## config.mk

```make
export PLATFORM = sky130hd
export DESIGN_NAME = if_id_stage
export DESIGN_NICKNAME = d
export VERILOG_FILES = /design/src/rtl/mips_pkg.sv /design/src/rtl/hazard_detect.sv /design/src/rtl/if_id_stage.sv
export SDC_FILE = /design/constraint.sdc
export NUM_CORES = 1
export LEC_CHECK = 0
export CAP_MARGIN = 20
export CORE_MARGIN = 3
export CORE_UTILIZATION = 42
export CTS_CLUSTER_SIZE = 30
export DETAILED_ROUTE_END_ITERATION = 12
export PLACE_DENSITY = 0.83
export SLEW_MARGIN = 10
export SYNTH_ARGS = -nofsm -noshare
export SYNTH_HDL_FRONTEND = slang
export SYNTH_SLANG_ARGS = --single-unit
```

## constraint.sdc

```tcl
create_clock -name clk -period 6.4 [get_ports clk]
set_clock_uncertainty 0.15 [all_clocks]
set_input_delay 0.64 -clock clk [delete_from_list [all_inputs] [get_ports clk]]
set_output_delay 0.64 -clock clk [all_outputs]
set_load 0.1 [all_outputs]
```

## src/rtl/mips_pkg.sv

```systemverilog
// Shared MIPS opcode constants, field widths and small decode helpers
// used by the pipeline-register slice.
package mips_pkg;

    localparam int unsigned INSTR_W = 32;
    localparam int unsigned OP_W    = 6;
    localparam int unsigned REG_W   = 5;

    localparam logic [OP_W-1:0] OP_RTYPE = 6'd0;
    localparam logic [OP_W-1:0] OP_J     = 6'd2;
    localparam logic [OP_W-1:0] OP_BEQ   = 6'd4;
    localparam logic [OP_W-1:0] OP_BNE   = 6'd5;
    localparam logic [OP_W-1:0] OP_LW    = 6'd35;
    localparam logic [OP_W-1:0] OP_SW    = 6'd43;

    localparam logic [INSTR_W-1:0] NOP = 32'h0000_0000;

    // True when the instruction reads rt as a source operand (not a destination).
    function automatic logic uses_rt(input logic [OP_W-1:0] op);
        logic r;
        r = 1'b0;
        case (op)
            OP_RTYPE, OP_BEQ, OP_BNE, OP_SW: r = 1'b1;
            default:                         r = 1'b0;
        endcase
        return r;
    endfunction

endpackage

```

## src/rtl/hazard_detect.sv

```systemverilog
// Load-use hazard detector: flags when the instruction in ID reads the
// register that the load currently in ID/EX is about to write.
module hazard_detect
    import mips_pkg::*;
(
    input  logic             valid_i,
    input  logic [OP_W-1:0]  opcode_i,
    input  logic [REG_W-1:0] rs_i,
    input  logic [REG_W-1:0] rt_i,
    input  logic             idex_memread_i,
    input  logic [REG_W-1:0] idex_rt_i,
    output logic             hazard_o
);

    logic rs_hit;
    logic rt_hit;

    // $zero is never a real dependency, so a load into r0 cannot stall.
    assign rs_hit   = (idex_rt_i == rs_i);
    assign rt_hit   = uses_rt(opcode_i) && (idex_rt_i == rt_i);
    assign hazard_o = valid_i && idex_memread_i && (idex_rt_i != '0) && (rs_hit || rt_hit);

endmodule

```

## src/rtl/if_id_stage.sv

```systemverilog
// IF/ID pipeline register with load-use stall, branch squash, jump
// self-squash and saturating stall/flush event counters.
module if_id_stage
    import mips_pkg::*;
#(
    parameter int unsigned CNT_W   = 16,
    parameter logic [5:0]  JUMP_OP = 6'd2
) (
    input  logic             clk,
    input  logic             rst,
    input  logic [31:0]      instr_i,
    input  logic [31:0]      pc_add_4_i,
    input  logic             flush_i,
    input  logic             idex_memread_i,
    input  logic [4:0]       idex_rt_i,
    output logic [31:0]      instr_o,
    output logic [31:0]      pc_add_4_o,
    output logic             valid_o,
    output logic [5:0]       opcode_o,
    output logic [4:0]       rs_o,
    output logic [4:0]       rt_o,
    output logic [4:0]       rd_o,
    output logic [5:0]       funct_o,
    output logic [15:0]      imm_o,
    output logic [31:0]      jumpaddr_o,
    output logic             jump_o,
    output logic             pc_write_o,
    output logic             bubble_o,
    output logic [CNT_W-1:0] stall_cnt_o,
    output logic [CNT_W-1:0] flush_cnt_o
);

    logic [31:0]      instr_q, instr_d;
    logic [31:0]      pc_q, pc_d;
    logic             valid_q, valid_d;
    logic [CNT_W-1:0] stall_q, stall_d;
    logic [CNT_W-1:0] flush_q, flush_d;
    logic             hazard;
    logic             hz;

    assign instr_o     = instr_q;
    assign pc_add_4_o  = pc_q;
    assign valid_o     = valid_q;
    assign stall_cnt_o = stall_q;
    assign flush_cnt_o = flush_q;

    // Decode fields are plain slices of the held instruction.
    assign opcode_o   = instr_q[31:26];
    assign rs_o       = instr_q[25:21];
    assign rt_o       = instr_q[20:16];
    assign rd_o       = instr_q[15:11];
    assign funct_o    = instr_q[5:0];
    assign imm_o      = instr_q[15:0];
    assign jumpaddr_o = {pc_q[31:28], instr_q[25:0], 2'b00};
    assign jump_o     = valid_q && (instr_q[31:26] == JUMP_OP);

    hazard_detect u_hazard_detect (
        .valid_i        (valid_q),
        .opcode_i       (instr_q[31:26]),
        .rs_i           (instr_q[25:21]),
        .rt_i           (instr_q[20:16]),
        .idex_memread_i (idex_memread_i),
        .idex_rt_i      (idex_rt_i),
        .hazard_o       (hazard)
    );

    // A redirect overrides the stall: the dependent instruction is on the wrong path.
    assign hz         = hazard && !flush_i;
    assign pc_write_o = !hz;
    assign bubble_o   = hz;

    // Next-state selection in priority order: flush, stall, jump squash, load.
    always_comb begin
        instr_d = instr_q;
        pc_d    = pc_q;
        valid_d = valid_q;
        stall_d = stall_q;
        flush_d = flush_q;
        if (flush_i) begin
            instr_d = NOP;
            pc_d    = '0;
            valid_d = 1'b0;
            if (flush_q != '1) flush_d = flush_q + CNT_W'(1);
        end else if (hz) begin
            if (stall_q != '1) stall_d = stall_q + CNT_W'(1);
        end else if (jump_o) begin
            // Drop the sequentially fetched slot behind a j; keep its PC+4 for debug.
            instr_d = NOP;
            pc_d    = pc_add_4_i;
            valid_d = 1'b0;
        end else begin
            instr_d = instr_i;
            pc_d    = pc_add_4_i;
            valid_d = 1'b1;
        end
    end

    always_ff @(posedge clk) begin
        if (rst) begin
            instr_q <= NOP;
            pc_q    <= '0;
            valid_q <= 1'b0;
            stall_q <= '0;
            flush_q <= '0;
        end else begin
            instr_q <= instr_d;
            pc_q    <= pc_d;
            valid_q <= valid_d;
            stall_q <= stall_d;
            flush_q <= flush_d;
        end
    end

endmodule

```

==> metrics.md, run 1 <==
| Metric | Value |
|---|---|
| CP cell instances | `clkdlybuf4s50_1, or4_1, o2111ai_2, a21o_2, clkdlybuf4s50_1` |
| Pre-CTS WS | `2.157 ns` |
| Sw power | `0.0005654 W` |
| Status | `complete, no violations` |
| Nets | `802` |
| Share of layout cells above drive strength 1 | `3.689%` |
| CP peak stage delay | `1.17 ns` |
| Number of synthesized flops with an enable pin | `0` |
| Syn_area_per_cell | `7.996 sq um` |
| Fin. Hold Viols | `0` |
| Synth Cell Area | `4566 sq um` |
| Count leader, synth | `nand2_1` |
| Final min period | `between 4 and 5 ns` |
| DIE WIDTH | `about 110 microns` |
| Leakage | `2.505 nW` |
| H-tree levels | `3` |
| GPL Wtd Cong | `approximately 0.86` |
| Clock Latency Late Sink | `between 0.3 and 0.4 ns` |
| Ys async rst share | `0%` |
| Root Buffer | `clkbuf_8` |
| Rows | `37` |
| Top cell type's share of synthesized area | `42.53%` |
| Initial DRC Count | `330` |
| Die Area | `12160 sq um` |
| CTS max path bufs | `2` |
| R2R Setup Slk | `3.31 ns` |
| Avg WL per Cell | `16.58 microns` |
| TritonRoute pass-1 iters | `4` |
| Int Pwr | `0.0009271 W` |
| PwrDens | `roughly 220 nW/um^2` |
| Final Worst Setup Slack | `~2.1 ns` |
| Final Cycle Share | `66.65%` |
| Top cells by area, synth | `dfxtp_1 43%, buf_4 12%, a21oi_1 8.9%` |
| Diode count | `0` |
| Detailed Route WL | `14390 microns` |
| Post-synth cell types | `44` |
| Sequential fraction of the synthesis area | `42.53%` |
| Rel. slew slack | `29.07%` |
| First-pass GRT wire length | `roughly 21000 microns` |
| Fmax | `234.4 MHz` |
| Cts repair resizes | `0` |
| Max_cap viols | `0` |
| CTS tree | `yes` |
| Hold WC Path Type | `flip-flop to flip-flop` |
| Core ar. | `approximately 10000 sq um` |
| Gr ovfl total | `0` |
| Chip height | `about 110 microns` |
| DRC | `0` |
| Fill count | `about 860` |
| Comb power frac | `29.7%` |
| Initial core utilization | `roughly 44%` |
| Setup_tns | `0 ns` |
| TritonCTS Buffers | `9` |
| Max VDD drop | `0.1405 mV` |
| Vias per std cell | `around 5.2` |
| Post-Layout Cell Count | `868` |
| Final setup fails | `0` |
| Switching share of total power | `between 30 and 40%` |
| DP Wirelength | `10670 microns` |
| WP data required | `about 5.6 ns` |
| Clk network pwr share | `about 27%` |
| Yosys reg bits | `between 90 and 100` |
| CP max-delay cell | `clkdlybuf4s50_1` |
| Area grow syn2layout | `47.96%` |
| Crit-path max FO | `6` |
| Ys flop type | `dfxtp_1` |
| I/O pin count | `around 250` |
| Synthesis Warnings | `0` |
| Final-report max-slew violation count | `0` |
| Critical path launch point type | `primary input` |
| Most Frequent Cell on Critical Path | `clkdlybuf4s50_1` |
| Post-synth top cells | `105 x nand2_1, 97 x dfxtp_1, 81 x a21oi_1` |
| Largest net degree at the start of global routing | `68` |
| # clock sinks | `97` |
| Post-CTS setup buffer count | `0` |
| Slew @ Worst Pin | `1.061 ns` |
| Seq pwr share | `42.9%` |
| Crit path kind | `primary input to output pin` |
| Crit. End Element | `output pin` |
| I/O Buffers | `245` |
| Antenna violations before repair | `0` |
| Number of global-route vias before repair | `between 4000 and 5000` |
| Overall Global Routing Usage | `22.45%` |
| Data arrival, critical path | `3.48 ns` |
| DRT antenna net count | `0` |
| Placed cell count | `852` |
| Worst-path clk slew | `0.10 ns` |
| Cell count after synthesis | `about 570` |
| # hold bufs at CTS | `0` |
| Vias post-DR | `around 4500` |
| Post-synth top area cell | `dfxtp_1` |
| RSZ-0062 raised after global routing | `no` |
| Total chip power | `between 0.001 and 0.0015 W` |
-- flip-flops by register name, indices dropped and copies added, names as in the netlist --
register	count
stall_cnt_o	16
valid_o	1
flush_cnt_o	16
instr_o	32
pc_add_4_o	32
-- layout make-up --
class / count / area, sq um / share of cell area [%]
well taps: 136 / 170.2 / 2.519
clock buffers: 10 / 137.6 / 2.037
repair buffers: 250 / 2490 / 36.86
flip-flops and latches: 97 / 1942 / 28.75
inverters: 6 / 22.52 / 0.3334
multi-input cells: 363 / 1926 / 28.51
clock inverters: 6 / 67.56 / 1.000
-- power by group through the flow --
| stage | sequential [W] | clock [W] | combinational [W] |
|---|---|---|---|
| 4_1_cts | 0.000641 | 0.000417 | 0.000444 |
| 6_report | 0.000641 | 0.000409 | 0.000443 |
| 3_3_place_gp | 0.000653 | 0 | 0.000440 |
| 3_5_place_dp | 0.000655 | 0 | 0.000443 |
| 2_1_floorplan | 0.000781 | 0 | 0.000212 |
| 5_1_grt | 0.000644 | 0.000447 | 0.000456 |
-- critical path: cells and delay by family --
| family | cells | cell delay, ns |
|---|---|---|
| AO/OA/AOI/OAI | 2 | 0.62 |
| AND/OR/NAND/NOR | 1 | 0.56 |
| buffers and inverters | 2 | 1.66 |
-- through the flow --
step | util (%) | area (sq um) | hold slack, ns
CTS | 64.57 | 6755 | 0.3103
global placement | 62.60 | 6550 | 0.2904
finish | 64.57 | 6755 | 0.3085
floorplan | - | 4569 | 0.6260
detailed placement | 62.60 | 6550 | 0.2957
global route | 64.57 | 6755 | 0.3263
-- cells in the final DEF, fill, tap and decap left out, drive strengths merged, types with 2 or more instances in the layout --
cell type,count
clkdlybuf4s50,245
nand2,105
dfxtp,97
a21oi,81
nand3,47
nor2,22
xor2,17
nand4,13
o21ai,13
clkbuf,10
or3,9
or4,7
xnor2,6
inv,6
and3,5
buf,5
nor4,4
o31ai,4
and4,3
and2,3
clkinv,3
nor3,2
mux2i,2
ha,2
conb,2
clkinvlp,2
-- metal layers --
layer	GRT usage [%]	share of wire, %	vias up
li1	-	-	2179
met1	25.72	38	2155
met2	38.99	50	190
met3	7.688	10	17
met4	7.652	1.6	0
met5	0	0	-
-- final timing paths --
path              endpoint     startpoint  cells past startpoint
min          pc_add_4_o[3]  pc_add_4_o[3]                      2
max reg2reg     instr_o[0]    instr_o[17]                      7
min reg2reg  pc_add_4_o[3]  pc_add_4_o[3]                      2
max             pc_write_o   idex_rt_i[2]                      5
-- logic make-up (layout without fill, tap and decap cells) --
| logic type | count (synthesis) | count (layout) | share of synthesized area, % |
|---|---|---|---|
| AO/OA/AOI/OAI | 108 | 108 | 13.10 |
| XOR/XNOR | 23 | 23 | 4.412 |
| adder cells (fa/ha/maj) | 2 | 2 | 0.5480 |
| buffers and inverters | 112 | 272 | 15.59 |
| flip-flops | 97 | 97 | 42.53 |
| multiplexers | 2 | 2 | 0.4385 |
| other | 1 | 2 | 0.08214 |
| AND/OR/NAND/NOR | 226 | 226 | 23.29 |
No activity file was read; power rests on OpenSTA's default activity.
==> run 2: changes to the inputs <==
--- a/config.mk
+++ b/config.mk
@@ -7,10 +7,10 @@
 export LEC_CHECK = 0
 export CAP_MARGIN = 20
 export CORE_MARGIN = 3
-export CORE_UTILIZATION = 42
+export CORE_UTILIZATION = 35
 export CTS_CLUSTER_SIZE = 30
 export DETAILED_ROUTE_END_ITERATION = 12
-export PLACE_DENSITY = 0.83
+export PLACE_DENSITY = 0.73
 export SLEW_MARGIN = 10
 export SYNTH_ARGS = -nofsm -noshare
 export SYNTH_HDL_FRONTEND = slang
==> constraint.sdc (replaced) <==
create_clock -name clk -period 3.53 [get_ports clk]
set_clock_uncertainty 0.15 [all_clocks]
set_input_delay 0.353 -clock clk [delete_from_list [all_inputs] [get_ports clk]]
set_output_delay 0.353 -clock clk [all_outputs]
set_load 0.1 [all_outputs]
==> metrics.md, run 2 (synthesis results as in run 1) <==
| Metric | Value |
|---|---|
| Status | `complete, no violations (unchanged)` |
| Number of global-route vias before repair | `4261 (was 4266)` |
| I/O pin count | `248 (unchanged)` |
| Final Worst Setup Slack | `0.4892 ns (was 2.135 ns)` |
| Crit path kind | `primary input to output pin (unchanged)` |
| Final Cycle Share | `86.14%` |
| Fmax | `328.9 MHz` |
| GPL Wtd Cong | `0.8319 (was 0.8636)` |
| Share of layout cells above drive strength 1 | `5.048% (was 3.689%)` |
| First-pass GRT wire length | `21130 microns (was 21310 microns)` |
| CP max-delay cell | `or4_1 (was clkdlybuf4s50_1)` |
| PwrDens | `411.6 nW/um^2 (was 220.9 nW/um^2)` |
| Detailed Route WL | `13940 microns (was 14390 microns)` |
| Post-layout instance area | `6975 sq um (was 6755 sq um)` |
| Crit-path max FO | `14 (was 6)` |
| Grt met3 use | `6.221% (was 7.688%)` |
| Rel. slew slack | `28.86% (was 29.07%)` |
| TritonCTS Buffers | `9 (unchanged)` |
| Global routing's busiest layer | `met2 (unchanged)` |
| DP Wirelength | `10520 microns (was 10670 microns)` |
| CP cell instances | `clkdlybuf4s50_1, or4_1, o2111ai_2, a21o_2, clkinvlp_4, buf_12 (was clkdlybuf4s50_1, or4_1, o2111ai_2, a21o_2, clkdlybuf4s50_1)` |
| WP data required | `3.03 ns (was 5.61 ns)` |
| GR Layer Usage met2 | `31.61% (was 38.99%)` |
| Cts repair resizes | `0 (unchanged)` |
| Final setup fails | `0 (unchanged)` |
| DRT antenna net count | `0 (unchanged)` |
| Final-report max-slew violation count | `0 (unchanged)` |
| Commonest non-fill, non-tap cell in the layout | `clkdlybuf4s50_1 (unchanged)` |
| Initial DRC Count | `199 (was 330)` |
| Most frequent cells in the layout | `242 x clkdlybuf4s50_1, 105 x nand2_1, 91 x dfxtp_1 (was 245 x clkdlybuf4s50_1, 105 x nand2_1, 97 x dfxtp_1)` |
| CTS tree | `yes (unchanged)` |
| # hold bufs at CTS | `0 (unchanged)` |
| # clock sinks | `97 (unchanged)` |
| Routing usage on met1 | `20.31% (was 25.72%)` |
| Chip height | `120.2 microns (was 110.3 microns)` |
| Nets | `805 (was 802)` |
| Worst-path clk slew | `0.07 ns (was 0.10 ns)` |
| Crit. End Element | `output pin (unchanged)` |
| Overall Global Routing Usage | `18.14% (was 22.45%)` |
| Slew @ Worst Pin | `1.064 ns (was 1.061 ns)` |
| Pre-CTS WS | `0.1367 ns (was 2.157 ns)` |
| Antenna violations before repair | `0 (unchanged)` |
| CP top delay family | `buffers and inverters (unchanged)` |
| Hold WC Path Type | `flip-flop to flip-flop (unchanged)` |
| Post-CTS setup buffer count | `0 (unchanged)` |
| RSZ-0062 raised after global routing | `no (unchanged)` |
| Data arrival, critical path | `2.54 ns (was 3.48 ns)` |
| Leakage | `2.571 nW (was 2.505 nW)` |
| Largest net degree at the start of global routing | `42 (was 68)` |
| Core ar. | `12670 sq um (was 10460 sq um)` |
| Gr ovfl total | `0 (unchanged)` |
| Setup_tns | `0 ns (unchanged)` |
| Vias per std cell | `4.950 (was 5.232)` |
| Die Area | `14450 sq um (was 12160 sq um)` |
| Area grow syn2layout | `52.78% (was 47.96%)` |
| TritonRoute pass-1 iters | `4 (unchanged)` |
| Root Buffer | `clkbuf_16 (was clkbuf_8)` |
| Max VDD drop | `0.2073 mV (was 0.1405 mV)` |
| Rows | `41 (was 37)` |
| CTS max path bufs | `2 (unchanged)` |
| Fin. Hold Viols | `0 (unchanged)` |
| Critical path launch point type | `primary input (unchanged)` |
| CP peak stage delay | `0.54 ns (was 1.17 ns)` |
| Fill count | `1151 (was 857)` |
| Final min period | `3.041 ns` |
| I/O Buffers | `245 (unchanged)` |
| Area post-placement | `6689 sq um (was 6550 sq um)` |
| DRC | `0 (unchanged)` |
| Max_cap viols | `0 (unchanged)` |
| Diode count | `0 (unchanged)` |
| Buf/Inv on CP | `3 (was 2)` |
| Initial core utilization | `36.03% (was 43.64%)` |
| Vias post-DR | `4480 (was 4541)` |
| Clock Latency Late Sink | `0.34 ns (was 0.36 ns)` |
| DIE WIDTH | `120.2 microns (was 110.3 microns)` |
| H-tree levels | `3 (unchanged)` |
| Avg WL per Cell | `15.40 microns (was 16.58 microns)` |
[run 2: cell types whose count changed in the layout (fill, tap and decap cells not counted), moves of 2 or more]
cell / before / now
buf_12: 0 / 6
clkbuf_16: 0 / 9
clkbuf_8: 10 / 2
clkdlybuf4s50_1: 245 / 242
clkinv_4: 2 / 0
dfxtp_1: 97 / 91
dfxtp_2: 0 / 6
[run 2: report_power, final]
group	switching [W]	leakage, nW	internal [W]	total (W)
clock	0.000396	0.127	0.000508	0.000904
sequential	0.0000345	0.794	0.00113	0.00116
combinational	0.000595	1.65	0.000208	0.000804
[run 2: path summary, 6_finish.rpt]
kind / from / to / slack (ns) / cells after the start
hold / removal: pc_add_4_o[27] / pc_add_4_o[27] / 0.31 / 2
hold reg to reg: pc_add_4_o[27] / pc_add_4_o[27] / 0.31 / 2
setup / recovery: idex_rt_i[2] / bubble_o / 0.49 / 6
setup reg to reg: instr_o[17] / stall_cnt_o[14] / 0.96 / 6
[run 2: through the flow]
step / hold WS [ns] / cells / utilization [%] / power [W]
floorplan: 0.3390 / 572 / - / 0.001800
global placement: 0.2908 / 890 / 52.79 / 0.001987
detailed placement: 0.2986 / 890 / 52.79 / 0.001994
CTS: 0.3058 / 904 / 54.93 / 0.002903
global route: 0.3214 / 905 / 55.05 / 0.002971
finish: 0.3054 / 905 / 55.05 / 0.002871
[run 2: layer usage]
metal,up-vias,part of all wire (%)
met5,-,0
met4,0,1.7
met3,19,8.8
met2,181,49
met1,2088,40
li1,2192,-
[run 2: area by class of cell]
class	instances	area [sq um]	share of cell area (%)
clock buffer	12	256.5	3.677
clock inverter	2	15.01	0.2152
inverter	6	26.28	0.3767
multi-input combinational	363	1926	27.61
sequential	97	1949	27.95
tap	172	215.2	3.085
timing repair buffer	253	2587	37.09
[run 2: worst reg2reg max path, stage by stage, from the launching register on]
cell     delay, ns
dfxtp_1       0.36
xor2_1        0.18
nor4_1        0.46
nand2_1       0.19
o31a_1        0.46
or4_1         0.55
a21oi_1       0.16
